$ cat config.mk
export PLATFORM = sky130hd
export DESIGN_NAME = hls_stage_sequencer
export DESIGN_NICKNAME = d
export VERILOG_FILES = /design/src/rtl/hls_stage_sequencer.sv
export SDC_FILE = /design/constraint.sdc
export NUM_CORES = 1
export LEC_CHECK = 0
export BUFFER_PORTS_ARGS = -buffer_cell sky130_fd_sc_hd__buf_4
export CELL_PAD_IN_SITES_DETAIL_PLACEMENT = 1
export CELL_PAD_IN_SITES_GLOBAL_PLACEMENT = 1
export CORE_MARGIN = 2
export CORE_UTILIZATION = 37
export DETAILED_ROUTE_END_ITERATION = 8
export GPL_TIMING_DRIVEN = 0
export PLACE_DENSITY = 0.88
export SETUP_SLACK_MARGIN = 0.2
export SLEW_MARGIN = 20
export SYNTH_ARGS = -nofsm -noshare
export SYNTH_HDL_FRONTEND = slang
export SYNTH_SLANG_ARGS = --single-unit
$ cat constraint.sdc
create_clock -name clock -period 2.2 [get_ports clock]
set_input_delay 0.11 -clock clock [delete_from_list [all_inputs] [get_ports clock]]
set_output_delay 0.11 -clock clock [all_outputs]
set_load 0.03 [all_outputs]
$ cat src/rtl/hls_stage_sequencer.sv
// ---------------------------------------------------------------------------
// hls_stage_sequencer
//
// ap_ctrl_hs sequencer for the DDR-bandwidth experiment top. One top-level
// start launches a run over the stages selected in stage_mask. Those stages
// are started strictly in ascending index order, one at a time. Per-stage and
// total cycle counts are kept so each run can be measured on hardware.
//
// Handshake (ap_ctrl_hs, both towards the host and towards each stage):
//   start is held high until ready is seen high in the same cycle; that cycle
//   is the acceptance. done is a single-cycle completion pulse that may
//   coincide with the acceptance cycle.
//
// Ports:
//   clock, reset        single rising-edge clock, synchronous active-high reset
//   ap_start            top-level start request
//   ap_ready            high in the cycle ap_start is accepted (IDLE & ap_start)
//   ap_done             one-cycle pulse when the run completes
//   ap_idle             high in IDLE only
//   stage_mask          bit i selects stage i, sampled at acceptance
//   stage_start         one-hot ap_start to the active stage
//   stage_ready         per-stage ap_ready
//   stage_done          per-stage ap_done
//   cur_stage           index of the active / last selected stage
//   stage_cycles        latched cycles per stage, stage i at [i*CNT_W +: CNT_W]
//   total_cycles        non-IDLE cycles of the current / last run
//   err_spurious        sticky: stage_done seen from a stage that is not active
//   dbg_state           current FSM state, for checkers
// ---------------------------------------------------------------------------
module hls_stage_sequencer #(
    parameter int NUM_STAGES = 5,
    parameter int CNT_W      = 32,
    parameter int IDX_W      = (NUM_STAGES > 1) ? $clog2(NUM_STAGES) : 1
) (
    input  logic                        clock,
    input  logic                        reset,
    input  logic                        ap_start,
    output logic                        ap_ready,
    output logic                        ap_done,
    output logic                        ap_idle,
    input  logic [NUM_STAGES-1:0]       stage_mask,
    output logic [NUM_STAGES-1:0]       stage_start,
    input  logic [NUM_STAGES-1:0]       stage_ready,
    input  logic [NUM_STAGES-1:0]       stage_done,
    output logic [IDX_W-1:0]            cur_stage,
    output logic [NUM_STAGES*CNT_W-1:0] stage_cycles,
    output logic [CNT_W-1:0]            total_cycles,
    output logic                        err_spurious,
    output logic [2:0]                  dbg_state
);

    typedef enum logic [2:0] {
        S_IDLE      = 3'd0,
        S_SELECT    = 3'd1,
        S_START     = 3'd2,
        S_WAIT_DONE = 3'd3,
        S_FINISH    = 3'd4
    } state_t;

    state_t                             state_q;
    logic [NUM_STAGES-1:0]              pend_mask_q;
    logic [IDX_W-1:0]                   cur_stage_q;
    logic [NUM_STAGES-1:0]              stage_start_q;
    logic                               ap_done_q;
    logic                               ap_idle_q;
    logic                               err_q;
    logic [CNT_W-1:0]                   stage_cnt_q;
    logic [CNT_W-1:0]                   total_q;
    logic [NUM_STAGES-1:0][CNT_W-1:0]   stage_cycles_q;

    logic [NUM_STAGES-1:0] cur_onehot;
    logic [NUM_STAGES-1:0] sel_onehot;
    logic [IDX_W-1:0]      sel_idx;
    logic                  ready_cur;
    logic                  done_cur;
    logic                  spurious;
    logic [CNT_W-1:0]      stage_cnt_d;
    logic [CNT_W-1:0]      total_d;

    // Decode of the active stage and the lowest pending stage.
    always_comb begin
        cur_onehot = '0;
        sel_idx    = '0;
        for (int i = 0; i < NUM_STAGES; i++) begin
            cur_onehot[i] = (cur_stage_q == IDX_W'(i));
        end
        // Scan downwards so the lowest set bit is the last one written.
        for (int i = NUM_STAGES - 1; i >= 0; i--) begin
            if (pend_mask_q[i]) begin
                sel_idx = IDX_W'(i);
            end
        end
    end

    // Isolate the lowest set bit of the pending mask.
    assign sel_onehot = pend_mask_q & (~pend_mask_q + NUM_STAGES'(1));

    assign ready_cur = |(stage_ready & cur_onehot);
    assign done_cur  = |(stage_done & cur_onehot);

    // Only the active stage may report done, and only while it is running.
    always_comb begin
        spurious = 1'b0;
        case (state_q)
            S_START, S_WAIT_DONE: spurious = |(stage_done & ~cur_onehot);
            default:              spurious = |stage_done;
        endcase
    end

    // Saturating increments.
    assign stage_cnt_d = (&stage_cnt_q) ? stage_cnt_q : stage_cnt_q + CNT_W'(1);
    assign total_d     = (&total_q)     ? total_q     : total_q + CNT_W'(1);

    always_ff @(posedge clock) begin
        if (reset) begin
            state_q        <= S_IDLE;
            pend_mask_q    <= '0;
            cur_stage_q    <= '0;
            stage_start_q  <= '0;
            ap_done_q      <= 1'b0;
            ap_idle_q      <= 1'b1;
            err_q          <= 1'b0;
            stage_cnt_q    <= '0;
            total_q        <= '0;
            stage_cycles_q <= '0;
        end else begin
            ap_done_q <= 1'b0;
            if (state_q != S_IDLE) begin
                total_q <= total_d;
            end
            if (spurious) begin
                err_q <= 1'b1;
            end

            case (state_q)
                S_IDLE: begin
                    if (ap_start) begin
                        pend_mask_q    <= stage_mask;
                        stage_cycles_q <= '0;
                        total_q        <= '0;
                        // Acceptance clears the sticky error, overriding any set above.
                        err_q          <= 1'b0;
                        ap_idle_q      <= 1'b0;
                        state_q        <= S_SELECT;
                    end
                end
                S_SELECT: begin
                    if (pend_mask_q == '0) begin
                        ap_done_q <= 1'b1;
                        state_q   <= S_FINISH;
                    end else begin
                        cur_stage_q   <= sel_idx;
                        stage_cnt_q   <= '0;
                        stage_start_q <= sel_onehot;
                        state_q       <= S_START;
                    end
                end
                S_START: begin
                    stage_cnt_q <= stage_cnt_d;
                    if (ready_cur) begin
                        stage_start_q <= '0;
                        if (done_cur) begin
                            for (int i = 0; i < NUM_STAGES; i++) begin
                                if (cur_onehot[i]) begin
                                    stage_cycles_q[i] <= stage_cnt_d;
                                end
                            end
                            pend_mask_q <= pend_mask_q & ~cur_onehot;
                            state_q     <= S_SELECT;
                        end else begin
                            state_q <= S_WAIT_DONE;
                        end
                    end
                end
                S_WAIT_DONE: begin
                    stage_cnt_q <= stage_cnt_d;
                    if (done_cur) begin
                        for (int i = 0; i < NUM_STAGES; i++) begin
                            if (cur_onehot[i]) begin
                                stage_cycles_q[i] <= stage_cnt_d;
                            end
                        end
                        pend_mask_q <= pend_mask_q & ~cur_onehot;
                        state_q     <= S_SELECT;
                    end
                end
                S_FINISH: begin
                    ap_idle_q <= 1'b1;
                    state_q   <= S_IDLE;
                end
                default: begin
                    state_q <= S_IDLE;
                end
            endcase
        end
    end

    assign ap_ready     = ap_idle_q & ap_start;
    assign ap_done      = ap_done_q;
    assign ap_idle      = ap_idle_q;
    assign stage_start  = stage_start_q;
    assign cur_stage    = cur_stage_q;
    assign stage_cycles = stage_cycles_q;
    assign total_cycles = total_q;
    assign err_spurious = err_q;
    assign dbg_state    = state_q;

endmodule

==> out/results.txt <==
Setup crit end kind -> register
DR iter-0 viols -> 1,995
# port buffers -> 223
Die width -> 168 microns
Htree depth -> 1
Multi-input logic area -> 6700 sq um
Area share of the largest cell type after synthesis -> 0.486
Synth warnings -> 0
Nets -> 1,547
Req. time, crit path -> 2750 ps
Final min period -> 3100 ps
Post-Syn Instances -> 1,041
Count of different cell masters after synthesis -> 66
Part of the cycle the worst path needs -> 1.41
Vias after detailed routing -> 13,400
Setup crit start kind -> register
Status -> finished with violations
Inserted Clock Buffers -> 27
Worst IR Drop VDD -> 0.826 mV
Post-Synthesis Cell Area -> 10,000 sq um
Number of global-route vias before repair -> 12,400
DP Cell Count -> 1,605
Reg2reg start -> stage_cnt_q[24]
Max cap viols -> 0
Design area -> 17,900 sq um
Largest net degree at the start of global routing -> 14
Antenna violations before repair -> 3
DRC Markers -> 0
Skew-Pair Late Insertion Delay -> 610 ps
Worst hold path class -> input port to register
Die Y -> 168 microns
Most common cell after layout, fill and taps aside -> buf_4
CP Class -> register to register
Critical path origin -> stage_cnt_q[24]
Final slew viol count -> 0
Min-Delay Path Depth -> 4
Layout Utilization -> 0.670
# IOs -> 225
CTS Sinks -> 243
DRT Pass-1 Iters -> 6
TritonCTS clock tree -> done
Post-Place Cell Area -> 12,500 sq um
Most frequent cells in the layout -> buf_4 (371), dfxtp_1 (198), a22o_1 (122), buf_6 (63)
Area delta synth->final -> 78.8%
Top post-synthesis cells by area -> dfxtp_1 (49%), a22o_1 (11%), nor2_1 (3.0%)
Post-synthesis xor/xnor area fraction -> 0.0393
Post-DRT Antenna Nets -> 0
Layout Skew -> 45.0 ps
Number of synthesized flops with an enable pin -> 0
CTS root buf -> clkbuf_16
Share of layout cells above drive strength 1 -> 0.545
Worst setup margin -> -904 ps
Leak Pwr -> 7.27 nW
P per Cell Area -> 639 nW/um^2
GPL Wtd Cong -> 0.924
Wire per inst -> 39.5 microns
Setup Viol. Count Final -> 214
Post-synthesis compound-gate area fraction -> 0.221
CTS clk-pin slew, worst paths -> 80 ps
Failing checks -> setup timing
First-pass GRT wire length -> 81,900 microns
Ys flop type -> dfxtp_1
Adder-cell share of the synthesized area -> 0.00250
Non-Filler Instances -> 1,890
Post-layout power -> 0.0114 W
Register area -> 4960 sq um
# rows -> 60
CTS Buffer Depth -> 3
Max FO, Critical Path -> 5
Die area -> 28,400 sq um
Fill count -> 2,697
FMAX -> 322 MHz
HP Start -> reset
Arrival @ worst endpoint -> 3650 ps
Hold Slack -> 400 ps
Effective utilization at floorplan -> 0.374
Post-synth ARST share -> 0
Vias/cell -> 7.11
Post-Synth Simple-Gate Area -> 0.194
Max-slew headroom -> 0.445
Total global-route track usage -> 0.377
Final wirelength -> 74,700 microns
Synth area leader -> dfxtp_1
Largest family of logic cells by synthesized area -> compound AO/OA/AOI/OAI gates
#FFs+latches synth -> 243
Final Hold Viols -> 0
RSZ-0062 raised after global routing -> yes
Avg Cell Area, Syn -> 9.61 sq um
Hpwl dp -> 26,900 microns
Seq/Total Area, Yosys -> 0.486
Worst r2r path cells -> 10
Tightest Pin Transition -> 826 ps
Post-synthesis mux area share -> 0.0236
Net Count, Synth -> 1,061
Core Region -> 26,700 sq um
Total gr overflow -> 0
## power by group
group	total, W	internal (W)	switching, W
logic	0.00186	0.000781	0.00107
registers	0.00445	0.00441	0.0000466
clock network	0.00513	0.00284	0.00230
## state kept, by name, indices dropped and copies added (netlist names), 3 cells and up
| signal | count |
|---|---|
| stage_start | 5 |
| cur_stage | 3 |
| dbg_state | 3 |
| stage_cnt_q | 32 |
| stage_cycles | 160 |
| total_cycles | 32 |
| pend_mask_q | 5 |
## Yosys cell counts, types with 18 or more instances
cell type,n
and3_1,25
nand3_1,52
a21oi_1,40
xnor2_1,25
o2bb2ai_1,23
nor3_1,23
a22o_1,123
nand4_1,25
clkbuf_1,50
dfxtp_1,243
nor2_1,81
xor2_1,18
mux2i_1,20
nand2_1,70
nand2b_1,35
## repair_timing
| action | in CTS | in global routing |
|---|---|---|
| pin swaps | 122 | 133 |
| endpoints found under the hold margin | 7 | 0 |
| hold buffers | 11 | 0 |
| resized for setup | 300 | 259 |
| setup buffers | 99 | 109 |
| setup endpoints to repair | 237 | 240 |
| gates cloned | 10 | 5 |
## cell type report
class / instances / share of cell area
Tap cell: 341 / 0.0238
Clock buffer: 36 / 0.0413
Multi-Input combinational cell: 718 / 0.374
Sequential cell: 243 / 0.277
Clock inverter: 12 / 0.00965
Timing Repair Buffer: 457 / 0.227
Antenna cell: 3 / 0.000419
Buffer: 71 / 0.0445
Inverter: 9 / 0.00210
## worst max-delay path: stages (launching register included)
cell and delay, ps:
dfxtp_2 340, buf_6 110, nand4_1 150, buf_4 190, nor4_4 690, buf_4 260
buf_4 190, a2111oi_4 130, buf_4 200, xnor2_1 550, a22o_1 230
## metrics by stage
| stage | setup WS (ps) | TNS [ps] |
|---|---|---|
| after floorplan | 35.5 | 0 |
| after global placement | -524 | -57630 |
| after detailed placement | -576 | -68600 |
| after CTS | -136 | -4940 |
| after global routing | -837 | -73180 |
| final | -904 | -76960 |
## cells by family (layout without fill, tap and decap cells)
logic type / after synthesis / after routing
DFF: 243 / 243
adders and majority gates: 2 / 2
AOI/OAI and AO/OA: 276 / 276
buffers and inverters: 80 / 585
xor gates and xnor gates: 44 / 44
and+or+nand+nor: 373 / 373
muxes: 23 / 23
other: 0 / 3
## worst paths after layout
check | endpoint | slack (ps)
worst max-delay path | stage_cycles[119] | -900
worst min-delay path | stage_cycles[27] | 400
worst max register to register | stage_cycles[119] | -900
worst min register to register | stage_cycles[101] | 480
## layer usage
layer  share of wire  up-vias  GRT usage  wire length [microns]
met1            0.34     6567      0.437                  25200
li1                -     4850          -                      -
met4            0.10       10      0.248                   7480
met2            0.43     1426      0.620                  31800
met5          0.0022        -          0                    164
met3            0.13      579     0.0975                  10000
No activity file was read; power rests on OpenSTA's default activity.
